**src/rtl/keynsham_prefetch.sv**
```systemverilog
// Instruction prefetch stage: one outstanding single-word bus read, a small FIFO of
// {instr, pc} entries towards decode, and flush/redirect on branch.
module keynsham_prefetch #(
  parameter logic [31:0] reset_vector = 32'h0000_0000,
  parameter int unsigned fifo_depth   = 4
) (
  input  logic        clk,
  input  logic        rst_n,
  output logic        i_access,
  output logic [29:0] i_addr,
  input  logic [31:0] i_data,
  input  logic        i_ack,
  input  logic        branch_valid,
  input  logic [31:0] branch_pc,
  output logic        fetch_valid,
  output logic [31:0] fetch_instr,
  output logic [31:0] fetch_pc,
  input  logic        fetch_ready
);

  localparam int unsigned PtrW = $clog2(fifo_depth);
  localparam int unsigned CntW = PtrW + 1;

  typedef enum logic [0:0] {StIdle, StWait} state_e;

  state_e          state_q, state_d;
  logic            access_q, access_d;
  logic [29:0]     addr_q, addr_d;
  logic [29:0]     next_addr_q, next_addr_d;
  logic            drop_q, drop_d;
  logic [PtrW-1:0] wr_ptr_q, wr_ptr_d;
  logic [PtrW-1:0] rd_ptr_q, rd_ptr_d;
  logic [CntW-1:0] count_q, count_d;

  logic [31:0]     instr_mem [fifo_depth];
  logic [29:0]     pc_mem    [fifo_depth];

  logic busy, acked, push, pop, issue;
  logic unused_pc_bits;

  assign unused_pc_bits = ^branch_pc[1:0];

  assign fetch_valid = (count_q != '0);
  assign fetch_instr = fetch_valid ? instr_mem[rd_ptr_q] : '0;
  assign fetch_pc    = fetch_valid ? {pc_mem[rd_ptr_q], 2'b00} : '0;
  assign i_access    = access_q;
  assign i_addr      = addr_q;

  always_comb begin
    busy  = (state_q == StWait);
    acked = busy && i_ack;
    push  = acked && !drop_q && !branch_valid;
    pop   = fetch_valid && fetch_ready && !branch_valid;

    wr_ptr_d = wr_ptr_q;
    rd_ptr_d = rd_ptr_q;
    count_d  = count_q;
    if (branch_valid) begin
      wr_ptr_d = '0;
      rd_ptr_d = '0;
      count_d  = '0;
    end else begin
      if (push) wr_ptr_d = wr_ptr_q + 1'b1;
      if (pop)  rd_ptr_d = rd_ptr_q + 1'b1;
      if (push && !pop)      count_d = count_q + 1'b1;
      else if (pop && !push) count_d = count_q - 1'b1;
    end

    // Credit uses the post-push/pop count; nothing is outstanding after this
    // cycle whenever the bus is free to issue, so that term is always zero here.
    issue = !branch_valid && (!busy || i_ack) && (count_d < CntW'(fifo_depth));

    state_d     = state_q;
    access_d    = 1'b0;
    addr_d      = addr_q;
    next_addr_d = next_addr_q;
    drop_d      = drop_q;

    if (acked) drop_d = 1'b0;
    if (branch_valid) begin
      next_addr_d = branch_pc[31:2];
      // A stale request still in flight: its eventual ack must be discarded.
      if (busy && !i_ack) drop_d = 1'b1;
    end

    if (issue) begin
      access_d    = 1'b1;
      addr_d      = next_addr_q;
      next_addr_d = next_addr_q + 30'd1;
      state_d     = StWait;
    end else if (acked) begin
      state_d = StIdle;
    end
  end

  always_ff @(posedge clk or negedge rst_n) begin
    if (!rst_n) begin
      state_q     <= StIdle;
      access_q    <= 1'b0;
      addr_q      <= reset_vector[31:2];
      next_addr_q <= reset_vector[31:2];
      drop_q      <= 1'b0;
      wr_ptr_q    <= '0;
      rd_ptr_q    <= '0;
      count_q     <= '0;
    end else begin
      state_q     <= state_d;
      access_q    <= access_d;
      addr_q      <= addr_d;
      next_addr_q <= next_addr_d;
      drop_q      <= drop_d;
      wr_ptr_q    <= wr_ptr_d;
      rd_ptr_q    <= rd_ptr_d;
      count_q     <= count_d;
    end
  end

  // Storage needs no reset; visibility is governed by count_q.
  always_ff @(posedge clk) begin
    if (push) begin
      instr_mem[wr_ptr_q] <= i_data;
      pc_mem[wr_ptr_q]    <= addr_q;
    end
  end

endmodule

```
**config.mk**
```make
export PLATFORM = sky130hd
export DESIGN_NAME = keynsham_prefetch
export DESIGN_NICKNAME = d
export VERILOG_FILES = /design/src/rtl/keynsham_prefetch.sv
export SDC_FILE = /design/constraint.sdc
export NUM_CORES = 1
export LEC_CHECK = 0
export ABC_AREA = 0
export BUFFER_PORTS_ARGS = -buffer_cell sky130_fd_sc_hd__buf_2
export CAP_MARGIN = 20
export CORE_ASPECT_RATIO = 0.75
export CORE_MARGIN = 10
export CORE_UTILIZATION = 47
export CTS_CLUSTER_DIAMETER = 120
export DETAILED_ROUTE_END_ITERATION = 8
export PLACE_DENSITY = 0.8
export SLEW_MARGIN = 30
export SYNTH_ARGS = -nofsm -noshare
export SYNTH_HDL_FRONTEND = slang
export SYNTH_SLANG_ARGS = --single-unit
```
**constraint.sdc**
```tcl
create_clock -name clk -period 2.72 [get_ports clk]
set_input_delay 0.816 -clock clk [delete_from_list [all_inputs] [get_ports clk]]
set_output_delay 0.816 -clock clk [all_outputs]
set_load 0.005 [all_outputs]
```
# Yosys cells after proc, flatten, opt, wreduce, memory -nomap -nowiden

Memories as Yosys holds them, arrays and structs flattened.
Cells that the tools add are included.

Add/sub/neg operators: 5
$lt $le $gt $ge: 1
Multiplexer cells: 19
Reductions and logical operators: 22

Operators by type and width:

| operator              | number |
|---|---|
| $mux 32               | 2 |
| $mux 30               | 2 |
| $add 30x1->30 const B | 1 |
| $logic_and 1x1->1     | 10 |
| $mux 3                | 3 |
| $mux 1                | 8 |
| $mux 2                | 4 |
| $reduce_bool 2->1     | 4 |
| $logic_not 1->1       | 6 |
| $add 2x1->2 const B   | 2 |
| $add 3x1->3 const B   | 1 |
| $lt 3x3->1 const B    | 1 |
| $reduce_bool 3->1     | 1 |
| $sub 3x1->3 const B   | 1 |
| $logic_or 1x1->1      | 1 |

Register bits after elaboration: 70
RAM bits: 248
Input port bits: 69
Output and inout port bits: 96
Word-level logic and storage cells: 57
Memories: 2

Memory list:

| memory    | depth | width | rd ports | clocked after memory_dff | write ports | RTL line | text |
|---|---|---|---|---|---|---|---|
| instr_mem | 4     | 32    | 1        | 0                        | 1           | 35       | `logic [31:0] instr_mem [fifo_depth];` |
| pc_mem    | 4     | 30    | 1        | 0                        | 1           | 36       | `logic [29:0] pc_mem [fifo_depth];` |

# Longest topological paths before layout

Word-level depth: 11
Depth in mapped cells: 10
Gate-level depth less buffers: 8

# Least setup slack after synthesis

No wires, ideal clock.

Kind: input to register
Start: input branch_valid
End: memory instr_mem[0][0], enable pin
Arrival: 2.954 ns
Path slack: -0.661 ns
Stages on the path: 4
Cell sequence: clkbuf_1 -> clkinv_1 -> clkbuf_1 -> and3_1

Word-level cells in the longest chain between the ends: 4

Ends and longest elaborated chain:

| what                         | RTL line | text |
|---|---|---|
| start: declaration           | 13       | `input logic branch_valid,` |
| $logic_not 1->1              | 52       | `push = acked && !drop_q && !branch_valid;` |
| $logic_and 1x1->1            | 52       |  |
| $mux 1                       | 120      | `if (push) begin` |
| $mux 1 (not written as such) | 121      | `instr_mem[wr_ptr_q] <= i_data;` |
| end: declaration             | 35       |  |

Every way passes these cells.

# Worst setup path after layout

Start: register rd_ptr_q[0]
End: output fetch_pc[20]

Word-level cells in the longest chain between the ends: 2

Ends and longest elaborated chain:

| what                     | RTL line | text |
|---|---|---|
| start: declaration       | 32       | `logic [PtrW-1:0] rd_ptr_q, rd_ptr_d;` |
| start signal: assignment | 113      | `rd_ptr_q <= rd_ptr_d;` |
| $mem_v2 4x30             | n/a      |  |
| $mux 32                  | 45       | `assign fetch_pc = fetch_valid ? {pc_mem[rd_ptr_q], 2'b00} : '0;` |
| end: declaration         | 17       | `output logic [31:0] fetch_pc,` |

Every way passes these cells.

==> impl_metrics.env <==
export IMPL_postCtsHoldBufs=0
export IMPL_status="finished with violations"
export IMPL_hold_path_class="input pin to asynchronous set/reset pin"
export IMPL_period_share=1.09
export IMPL_drive_above_1_share=0.429
export IMPL_crit_path_max_fanout=8
export IMPL_arrival_ns=2.15
export IMPL_hpwl_um=19200
export IMPL_synth_cell_types=53
export IMPL_cp_end_kind="primary output"
export IMPL_slew_headroom=0.661
export IMPL_ys_ff_latch=318
export IMPL_clkTransAtPathRegs_ns=0.06
export IMPL_required_ns=1.90
export IMPL_setup_violations_final=62
export IMPL_avgRoutedWirePerCell_um=22.6
export IMPL_power_density_nw_per_um2=994
export IMPL_grt_pass1_vias=7520
export IMPL_fmax_mhz=337
export IMPL_postLayoutCoreUtil=0.596
export IMPL_irDropWorstVdd_v=0.000561
export IMPL_power_leakage_nw=5.81
export IMPL_synthArstFlopShare=0.220
export IMPL_path_class="flip-flop to primary output"
export IMPL_syn_avg_cell_area_um2=17.6
export IMPL_crit_slowest_cell="mux4_2"
export IMPL_rsz0062_at_grt="true"
export IMPL_io_buffers=160
export IMPL_failed_checks="negative setup slack"
export IMPL_dieArea_um2=35000
export IMPL_layout_commonest_cell="edfxtp_1"
export IMPL_antenna_found_initial=2
export IMPL_nets=1019
export IMPL_core_area_um2=27200
export IMPL_root_buffer="clkbuf_16"
export IMPL_hold_viol=0
export IMPL_critPathMaxStageDelay_ns=0.51
export IMPL_cts_sinks=318
export IMPL_dieWidth_um=213
export IMPL_cts_htree_levels=1
export IMPL_vias=7271
export IMPL_clockBufferDepth=3
export IMPL_start_util=0.481
export IMPL_die_h_um=164
export IMPL_overflow=0
export IMPL_row_count=52
export IMPL_insertion_delay_ns=0.55
export IMPL_synth_edf_count=248
export IMPL_slew_viol_final=0
export IMPL_drv_cap=0
export IMPL_yosysWarnings=0
export IMPL_synth_cells=742
export IMPL_worst_slew_pin_slew_ns=0.508
export IMPL_fin_crit_ns=2.96
export IMPL_io_pins=165
export IMPL_synthesis_area_um2=13100
export IMPL_dp_cells=1251
export IMPL_synthToLayoutAreaGrowth_pct=23.9
export IMPL_fin_skew_ns=0.0101
export IMPL_dr_first_iter_drc_count=556
export IMPL_grt_max_degree=71
export IMPL_final_cell_mix="edfxtp_1, buf_2, dfrtp_1"
export IMPL_routed_wl_um=29700
export IMPL_grtUsageTotal=0.166
export IMPL_grt_pass1_wl_um=45000
export IMPL_place_congestion=0.858
export IMPL_start_kind="flip-flop"
export IMPL_drc=0
export IMPL_drt_pass1_iterations=5
export IMPL_numCtsBuffers=30
export IMPL_cts_tree="done"
export IMPL_stdcell_count=1318
export IMPL_fill_cells=2070
export IMPL_ys_flop_type="edfxtp_1"
export IMPL_routed_via_density=5.52
export IMPL_ant_nets=0
export IMPL_yosysSeqAreaShare=0.703
export IMPL_layout_setup_ws_ns=-0.244
export IMPL_crit_chain="buf_4 -> buf_12 -> mux4_2 -> and2_4 -> buf_6"
==> cells by family (layout without fill, tap and decap cells) <==
| logic type | count (synthesis) | count (layout) | share of synthesized area |
|---|---|---|---|
| compound gates | 61 | 61 | 0.0389 |
| xor+xnor | 28 | 28 | 0.0187 |
| fa+ha+maj | 8 | 8 | 0.00765 |
| buf+inv | 53 | 276 | 0.0192 |
| flops | 318 | 318 | 0.703 |
| mux | 97 | 97 | 0.137 |
| other cells | 1 | 3 | 0.000287 |
| simple gates | 176 | 176 | 0.0752 |
==> repair_timing <==
| action | 4_1_cts | 5_1_grt |
|---|---|---|
| cloned | 3 | 1 |
| buffers inserted | 5 | 3 |
| resized for setup | 64 | 31 |
| pin swaps | 3 | 0 |
| endpoints found under the setup margin | 62 | 63 |
==> registers in the layout (all words and copies together), names as in the netlist <==
signal and count:
i_access 1, pc_mem 120, i_addr 30, count_q 3, rd_ptr_q 2, wr_ptr_q 2, next_addr_q 30, busy 1
drop_q 1, instr_mem 128
==> power by group <==
group	total [mW]	switching [mW]	leakage [nW]	internal [mW]
registers	6.61	0.571	3.09	6.04
clock network	4.05	1.74	0.459	2.32
logic	5.45	2.37	2.26	3.08
total	16.1	4.67	5.81	11.4
==> worst max-delay path, delay by kind of cell, from the launching register on <==
family	cells	cell delay (ns)
flip-flops	1	0.50
buffers and inverters	3	0.40
multiplexers	1	0.51
AND/OR/NAND/NOR	1	0.18
==> path summary, 6_finish.rpt <==
path                                          from                          to  slack, ns  cells after the start
max in group asynchronous                    rst_n     rd_ptr_q[1]$_DFFE_PN0P_       2.11                      2
max reg2reg                 count_q[0]$_DFFE_PN0P_      i_addr[18]$_DFFE_PN0P_       0.21                      9
min reg2reg                 i_addr[18]$_DFFE_PN0P_     pc_mem[0][18]$_DFFE_PP_       0.55                      0
min                                          rst_n      i_addr[16]$_DFFE_PN0P_       0.28                      2
min in group clk                        i_data[19]  instr_mem[0][19]$_DFFE_PP_       0.47                      1
max                        rd_ptr_q[0]$_DFFE_PN0P_                fetch_pc[20]      -0.24                      5
==> cell usage after synthesis (all sizes together) (5+ instances only) <==
| cell | number | area (um^2) |
|---|---|---|
| mux4 | 62 | 1400 |
| o21ai | 22 | 114 |
| dfrtp | 70 | 1750 |
| xnor2 | 23 | 201 |
| a2111oi | 10 | 200 |
| a211oi | 5 | 37.5 |
| clkbuf | 25 | 93.8 |
| mux2 | 35 | 394 |
| nand3 | 16 | 80.1 |
| and2 | 65 | 407 |
| edfxtp | 248 | 7450 |
| nand2 | 39 | 146 |
| ha | 8 | 100 |
| buf | 18 | 120 |
| a21oi | 12 | 63.8 |
| nand4 | 12 | 75.1 |
| inv | 9 | 33.8 |
| xor2 | 5 | 43.8 |
| nor2 | 14 | 55.1 |
| and3 | 7 | 43.8 |
==> metrics by stage <==
stage	area, um^2	setup WS, ns	hold slack [ns]	total power [mW]	setup TNS, ns
after floorplan	13100	0.0142	0.488	9.11	0
after detailed placement	14700	0.0152	0.529	11.1	0
final	16200	-0.244	0.285	16.1	-11.61
after global routing	16200	-0.318	0.286	16.9	-16.52
after CTS	16100	-0.285	0.287	16.0	-14.74
after global placement	14700	0.0529	0.518	11.0	0
==> routing by layer <==
layer  track usage  routed length, um
met2         0.265              14100
met1         0.230              13100
met3        0.0420               2210
met4        0.0278                349
met5             0                  7
==> final cells by class <==
type / instances / area, um^2 / share of cell area
inverters: 10 / 37.5 / 0.00232
clock buffers: 43 / 831 / 0.0513
repair buffers: 210 / 1800 / 0.111
diodes: 1 / 2.50 / 0.000154
flip-flops and latches: 318 / 9210 / 0.568
clock inverters: 13 / 123 / 0.00756
multi-input cells: 372 / 3770 / 0.233
well taps: 351 / 439 / 0.0271
Note: power is estimated with default switching activity, not from simulation.
